File: src/rtl/osbm_arb_pkg.sv
// router_pkg: shared definitions for the router output-side arbiter.
//   - flit-type encodings carried on the per-input ptype legs
//   - arbiter state enum (also exported on the debug port)
//   - default number of input ports
package router_pkg;

  localparam int N_DEF = 4;

  // Flit types. 2'b11 is reserved and behaves like BODY: only TAIL ends a packet.
  localparam logic [1:0] BODY = 2'b00;
  localparam logic [1:0] TAIL = 2'b01;
  localparam logic [1:0] HEAD = 2'b10;

  typedef enum logic [1:0] {
    IDLE = 2'd0,
    ACK  = 2'd1,
    XFER = 2'd2
  } arb_state_e;

endpackage

File: src/rtl/osbm_arb_if.sv
// osbm_arb_if: bundle between the N input-side buffer managers / output FIFO
// (master side) and one output-port arbiter (slave side).
//   req   [N]    request for this output port, one bit per input
//   vld   [N]    per-input flit present on its crossbar leg this cycle
//   ptype [2N]   per-input flit type, bits [2i+1:2i] belong to input i
//   ofull        output FIFO full
//   ack   [N]    one-hot grant pulse
//   sel   [SW]   crossbar select (granted input index)
//   owe          output FIFO write enable
//   busy         output port owned by a packet
//   err          sticky timeout flag
//
// Handshake: req is a level request with no ready back-pressure. The arbiter
// answers with a single-cycle one-hot ack; in that same cycle the granted
// manager presents its first flit (vld) and the arbiter writes it (owe).
// From then on each cycle with vld[sel]=1 is exactly one flit write, with no
// stall, until a TAIL flit is written. ofull only gates new grants.
interface osbm_arb_if #(
  parameter int N  = 4,
  parameter int SW = $clog2(N)
);
  logic [N-1:0]   req;
  logic [N-1:0]   vld;
  logic [2*N-1:0] ptype;
  logic           ofull;
  logic [N-1:0]   ack;
  logic [SW-1:0]  sel;
  logic           owe;
  logic           busy;
  logic           err;

  modport master (
    output req, vld, ptype, ofull,
    input  ack, sel, owe, busy, err
  );

  modport slave (
    input  req, vld, ptype, ofull,
    output ack, sel, owe, busy, err
  );
endinterface

File: src/rtl/osbm_arb_rr_pick.sv
// rr_pick: combinational round-robin priority pick.
//   i_req    [N]   request vector
//   i_ptr    [SW]  highest-priority index this round
//   o_winner [SW]  first set request searching from i_ptr upward, wrapping
//   o_found        at least one request set
module rr_pick #(
  parameter int N  = 4,
  parameter int SW = $clog2(N)
) (
  input  logic [N-1:0]  i_req,
  input  logic [SW-1:0] i_ptr,
  output logic [SW-1:0] o_winner,
  output logic          o_found
);

  logic [SW:0]   w_sum;
  logic [SW-1:0] w_idx;

  // Scan offsets from farthest to nearest; the last hit written is the one
  // closest to i_ptr, so no early exit is needed.
  always_comb begin
    o_winner = '0;
    o_found  = 1'b0;
    w_sum    = '0;
    w_idx    = '0;
    for (int k = N - 1; k >= 0; k--) begin
      w_sum = {1'b0, i_ptr} + (SW+1)'(k);
      if (w_sum >= (SW+1)'(N)) begin
        w_sum = w_sum - (SW+1)'(N);
      end
      w_idx = w_sum[SW-1:0];
      if (i_req[w_idx]) begin
        o_winner = w_idx;
        o_found  = 1'b1;
      end
    end
  end

endmodule

File: src/rtl/osbm_arb.sv
// osbm_arb: output-side round-robin arbiter for one router output port.
// Grants one requesting input at a time, holds the crossbar select until that
// packet's TAIL flit is written, and drives the output FIFO write enable.
// A granted input that stops sending for TMO consecutive cycles is forcibly
// released and the sticky err flag is raised.
//   clk          rising-edge clock
//   rst          asynchronous reset, active-low
//   bus          osbm_arb_if slave modport (req/vld/ptype/ofull in,
//                ack/sel/owe/busy/err out)
//   o_dbg_state  current arbiter state
module osbm_arb
  import router_pkg::*;
#(
  parameter int N   = N_DEF,
  parameter int SW  = $clog2(N),
  parameter int TMO = 16          // must be >= 2
) (
  input  logic       clk,
  input  logic       rst,
  osbm_arb_if.slave  bus,
  output arb_state_e o_dbg_state
);

  localparam int CW = $clog2(TMO + 1);

  arb_state_e    r_state, w_state_nxt;
  logic [SW-1:0] r_ptr, w_ptr_nxt;
  logic [SW-1:0] r_sel, w_sel_nxt;
  logic [CW-1:0] r_cnt, w_cnt_nxt;
  logic          r_err, w_err_nxt;

  logic [SW-1:0] w_winner;
  logic          w_found;
  logic          w_vld_sel;
  logic [1:0]    w_pt_sel;
  logic          w_tail;
  logic [N-1:0]  w_ack;
  logic          w_owe;
  logic          w_busy;

  rr_pick #(.N(N), .SW(SW)) u_pick (
    .i_req    (bus.req),
    .i_ptr    (r_ptr),
    .o_winner (w_winner),
    .o_found  (w_found)
  );

  // Only the selected leg matters; other inputs' vld/ptype are ignored.
  assign w_vld_sel = bus.vld[r_sel];
  assign w_pt_sel  = bus.ptype[{r_sel, 1'b0} +: 2];
  assign w_tail    = w_vld_sel && (w_pt_sel == TAIL);

  always_ff @(posedge clk or negedge rst) begin
    if (!rst) begin
      r_state <= IDLE;
      r_ptr   <= '0;
      r_sel   <= '0;
      r_cnt   <= '0;
      r_err   <= 1'b0;
    end else begin
      r_state <= w_state_nxt;
      r_ptr   <= w_ptr_nxt;
      r_sel   <= w_sel_nxt;
      r_cnt   <= w_cnt_nxt;
      r_err   <= w_err_nxt;
    end
  end

  always_comb begin
    w_state_nxt = r_state;
    w_ptr_nxt   = r_ptr;
    w_sel_nxt   = r_sel;
    w_cnt_nxt   = r_cnt;
    w_err_nxt   = r_err;
    w_ack       = '0;
    w_owe       = 1'b0;
    w_busy      = 1'b0;

    unique case (r_state)
      IDLE: begin
        // ofull is only consulted here: a granted packet is never throttled.
        if (w_found && !bus.ofull) begin
          w_sel_nxt   = w_winner;
          w_ptr_nxt   = (w_winner == SW'(N - 1)) ? '0 : w_winner + 1'b1;
          w_state_nxt = ACK;
        end
      end
      ACK: begin
        w_ack[r_sel] = 1'b1;
        w_busy       = 1'b1;
        w_owe        = w_vld_sel;
        w_cnt_nxt    = '0;
        w_state_nxt  = w_tail ? IDLE : XFER;
      end
      XFER: begin
        w_busy = 1'b1;
        w_owe  = w_vld_sel;
        if (w_tail) begin
          w_state_nxt = IDLE;
        end else if (!w_vld_sel) begin
          if (r_cnt >= CW'(TMO - 1)) begin
            w_cnt_nxt   = CW'(TMO);
            w_err_nxt   = 1'b1;
            w_state_nxt = IDLE;
          end else begin
            w_cnt_nxt = r_cnt + 1'b1;
          end
        end else begin
          w_cnt_nxt = '0;
        end
      end
      default: begin
        w_state_nxt = IDLE;
      end
    endcase
  end

  assign bus.ack     = w_ack;
  assign bus.sel     = r_sel;
  assign bus.owe     = w_owe;
  assign bus.busy    = w_busy;
  assign bus.err     = r_err;
  assign o_dbg_state = r_state;

endmodule
File: src/flat_wrapper.sv
// flat-port wrapper written by rule: the top's interface ports become plain ports
module osbm_arb_flat import router_pkg::*;
#(
  parameter int N   = N_DEF,
  parameter int SW  = $clog2(N),
  parameter int TMO = 16                         
)
  (clk, rst, o_dbg_state, bus_req, bus_vld, bus_ptype, bus_ofull, bus_ack, bus_sel, bus_owe, bus_busy, bus_err);
  osbm_arb_if #(.N(N), .SW(SW)) bus_i ();
  input  logic clk;
  input  logic rst;
  output arb_state_e o_dbg_state;
  input wire logic [$bits(bus_i.req)-1:0] bus_req;
  input wire logic [$bits(bus_i.vld)-1:0] bus_vld;
  input wire logic [$bits(bus_i.ptype)-1:0] bus_ptype;
  input wire logic [$bits(bus_i.ofull)-1:0] bus_ofull;
  output wire logic [$bits(bus_i.ack)-1:0] bus_ack;
  output wire logic [$bits(bus_i.sel)-1:0] bus_sel;
  output wire logic [$bits(bus_i.owe)-1:0] bus_owe;
  output wire logic [$bits(bus_i.busy)-1:0] bus_busy;
  output wire logic [$bits(bus_i.err)-1:0] bus_err;
  assign bus_i.req = bus_req;
  assign bus_i.vld = bus_vld;
  assign bus_i.ptype = bus_ptype;
  assign bus_i.ofull = bus_ofull;
  assign bus_ack = bus_i.ack;
  assign bus_sel = bus_i.sel;
  assign bus_owe = bus_i.owe;
  assign bus_busy = bus_i.busy;
  assign bus_err = bus_i.err;
  osbm_arb #(.N(N), .SW(SW), .TMO(TMO)) u_core (.clk(clk), .rst(rst), .bus(bus_i), .o_dbg_state(o_dbg_state));
endmodule
File: config.mk
export PLATFORM = sky130hd
export DESIGN_NAME = osbm_arb_flat
export DESIGN_NICKNAME = d
export VERILOG_FILES = /design/src/rtl/osbm_arb_pkg.sv /design/src/rtl/osbm_arb_if.sv /design/src/rtl/osbm_arb_rr_pick.sv /design/src/rtl/osbm_arb.sv /design/src/flat_wrapper.sv
export SDC_FILE = /design/constraint.sdc
export NUM_CORES = 1
export LEC_CHECK = 0
export CAP_MARGIN = 20
export CORE_ASPECT_RATIO = 1.25
export CORE_UTILIZATION = 49
export CTS_BUF_LIST = sky130_fd_sc_hd__clkbuf_8
export DETAILED_ROUTE_END_ITERATION = 8
export MAX_ROUTING_LAYER = met4
export PLACE_DENSITY_LB_ADDON = 0.3
export SLEW_MARGIN = 20
export SYNTH_ARGS = -nofsm -noshare
export SYNTH_HDL_FRONTEND = slang
export SYNTH_SLANG_ARGS = --single-unit
export TNS_END_PERCENT = 20
File: constraint.sdc
create_clock -name clk -period 5.1 [get_ports clk]
set_clock_uncertainty 0.2 [all_clocks]
set_input_delay 1.02 -clock clk [delete_from_list [all_inputs] [get_ports clk]]
set_output_delay 1.02 -clock clk [all_outputs]
set_load 0.05 [all_outputs]
==> run_results.csv <==
group,metric,value,unit
run_status,outcome,"complete, no violations",
cells_and_area,diodes,0,
setup_path,ff2ff_path_depth,4,
detailed_routing,via_count,791,
cells_and_area,fin_area,0.00119,mm²
cts,clkLatencyLatePin,240,ps
timing,slew_viol_final,0,
synth,synth-seq-cells,12,
cts,cts_tree,"built",
timing,timing.fmax,248,MHz
setup_path,r2r-end,"u_core.o_dbg_state[1]$_DFFE_PN0P_",
cells_and_area,syn_to_final_growth,39.8,%
timing,period_minus_slack,4030,ps
floorplanning,num_rows,16,
global_route,grt_usage,23.1,%
setup_path,rr_startpoint,"u_core.bus.sel[0]$_DFFE_PN0P_",
timing,timing.slew.headroom,63.2,%
setup_path,endpoint_kind,"output port",
placed_design,place_area,0.00113,mm²
setup_path,path_class,"input pin to output port",
cts,cts_hold_buf,0,
timing,setup_violations,0,
global_route,overflow,0,
timing,tns,0,ps
timing,rsz0062_at_grt,"no",
floorplanning,die_y,48.6,µm
cells_and_area,fill_cells,123,
setup_path,cp-start-kind,"input pin",
floorplanning,coreArea,0.00160,mm²
detailed_routing,wl_per_cell,13.6,µm
floorplanning,dieArea,0.00191,mm²
setup_path,crit_end,"bus_owe",
power,cellPowerDensity,562,mW/mm²
detailed_routing,drtIter0Drc,17,
cells_and_area,final_common_cell,"clkdlybuf4s50_1",
cts,post_cts_buffers,0,
timing,finalHoldViolCount,0,
cells_and_area,nNetsFinal,145,
timing,period_share,79.0,%
synth,yosysWarnings,0,
global_route,grt_max_degree,13,
setup_path,arrival,2810,ps
detailed_routing,avgViaCountPerCell,5.73,
detailed_routing,route.detailed.drc,0,
timing,setup_ws,1070,ps
cells_and_area,drive_gt1_share,9.17,%
placed_design,dp_hpwl,1.48,mm
cells_and_area,finalNonFillerCells,138,
detailed_routing,wl,1.88,mm
setup_path,regToRegSetupSlack,2920,ps
timing,hold_ws,281,ps
placed_design,io_buffers,29,
cts,cts_buffers,3,
global_route,grt_pass1_wl,3.11,mm
flow_run,drv_cap,0,
power,power,0.668,mW
cts,cts_resized,0,
synth,synth_cell_type_count,37,
detailed_routing,dr.pass1.iters,4,
synth,synthesis.nets,114,
cts,htree_levels,1,
power,vdd.ir_drop.worst,465,µV
placed_design,dp_slack,1070,ps
detailed_routing,ant_nets,0,
synth,ys_seq_area_share,35.3,%
cells_and_area,layout_common_cells,"clkdlybuf4s50_1 (29), dfrtp_1 (12), nor2_1 (10), a21oi_1 (10), inv_1 (8)",
setup_path,crit_path_start,"bus_vld[3]",
global_route,grt_pass1_vias,803,
global_route,antenna_found_initial,0,
cts,path_clk_slew,50,ps
cells_and_area,final_core_util,74.1,%
placed_design,gp_congestion,0.861,
cts,cts.sinks,12,
placed_design,dp.cells,134,
synth,synth_cells,90,
synth,syn_area,850,µm²
worst_hold_path,min_path_type,"flip-flop to flip-flop",
cts,cts_root_buffer,"clkbuf_8",
synth,synth.avg_cell_area,9.44,µm²
setup_path,path_max_fanout,6,
cts,clockBufferDepth,2,
setup_path,worstPathRequired,3880,ps
floorplanning,ioPinCount,30,
floorplanning,dieWidth,39.2,µm
power,leakage,0.537,nW
timing,worst_slew_pin_slew,550,ps
floorplanning,start_util,53.0,%
[Yosys cell counts]
cell type	n	area [µm²]
mux2_2	1	11.3
and4b_1	1	10.0
ha_1	5	62.6
o22a_1	1	8.76
mux2_4	1	15.0
o21a_1	1	7.51
a22o_1	2	17.5
buf_6	2	22.5
dfrtp_1	12	300
a21o_1	2	15.0
a21oi_1	10	50.1
o21ai_0	3	15.0
or2_1	1	6.26
nor2_1	10	37.5
inv_1	8	30.0
and4bb_2	1	12.5
buf_4	1	7.51
nand3_1	1	5.00
and3_2	1	7.51
xnor2_1	1	8.76
a31o_1	1	8.76
nor3b_1	1	7.51
a31o_4	1	17.5
o21ai_1	2	10.0
and3_1	2	12.5
nand2b_1	3	18.8
nor3_1	1	5.00
mux4_2	1	22.5
nor4b_1	1	8.76
a211oi_1	1	7.51
nor2b_1	1	6.26
and4_1	1	8.76
and2_1	1	6.26
nand2_1	4	15.0
o21bai_1	1	7.51
and4bb_1	2	25.0
or4_4	1	11.3
[worst max-delay path: stages]
cell	delay, ps
clkdlybuf4s50_1	390
mux4_2	520
and2_1	180
clkdlybuf4s50_1	690
[area by class of cell]
cell class / count / area (µm²) / share of cell area (%)
inverter: 8 / 30.0 / 2.53
tap: 18 / 22.5 / 1.90
sequential: 12 / 300 / 25.3
clock buffer: 4 / 55.1 / 4.64
timing repair buffer: 29 / 290 / 24.4
multi-input combinational: 67 / 489 / 41.2
[routing by layer]
layer	track usage [%]	routed length, µm
met3	2.75	56
met4	9.20	18
met2	42.5	1080
met1	22.8	730
met5	-	0
[cells by family (layout without fill, tap and decap cells)]
logic type / Yosys count / after routing / synth area share, %
AO/OA/AOI/OAI: 25 / 25 / 19.4
XOR/XNOR: 1 / 1 / 1.03
adder cells (fa/ha/maj): 5 / 5 / 7.36
buffers and inverters: 11 / 41 / 7.07
flip-flops: 12 / 12 / 35.3
multiplexers: 3 / 3 / 5.74
AND/OR/NAND/NOR: 33 / 33 / 24.0
[power breakdown]
part           switching [mW]  leakage, nW  internal, mW  total [mW]
Sequential             0.0422        0.154         0.125       0.167
Combinational           0.234        0.354         0.164       0.397
Clock                  0.0351       0.0288        0.0682       0.103
[how the worst min path moves through the flow]
stage	startpoint	end	slack, ps	cells past startpoint
final	u_core.bus.err$_DFFE_PN0P_	u_core.bus.err$_DFFE_PN0P_	280	1
after global placement	u_core.bus.err$_DFFE_PN0P_	u_core.bus.err$_DFFE_PN0P_	260	1
after global routing	u_core.bus.err$_DFFE_PN0P_	u_core.bus.err$_DFFE_PN0P_	310	1
after detailed placement	u_core.bus.err$_DFFE_PN0P_	u_core.bus.err$_DFFE_PN0P_	270	1
after floorplan	u_core.r_cnt[3]$_DFFE_PN0P_	u_core.r_cnt[3]$_DFFE_PN0P_	270	1
after CTS	u_core.bus.err$_DFFE_PN0P_	u_core.bus.err$_DFFE_PN0P_	290	1
[sequential cells by signal (all words and copies together) (netlist names)]
signal / count
u_core.bus.err: 1
u_core.bus.sel: 2
u_core.o_dbg_state: 2
u_core.r_cnt: 5
u_core.r_ptr: 2
Note: power is estimated with default switching activity, not from simulation.
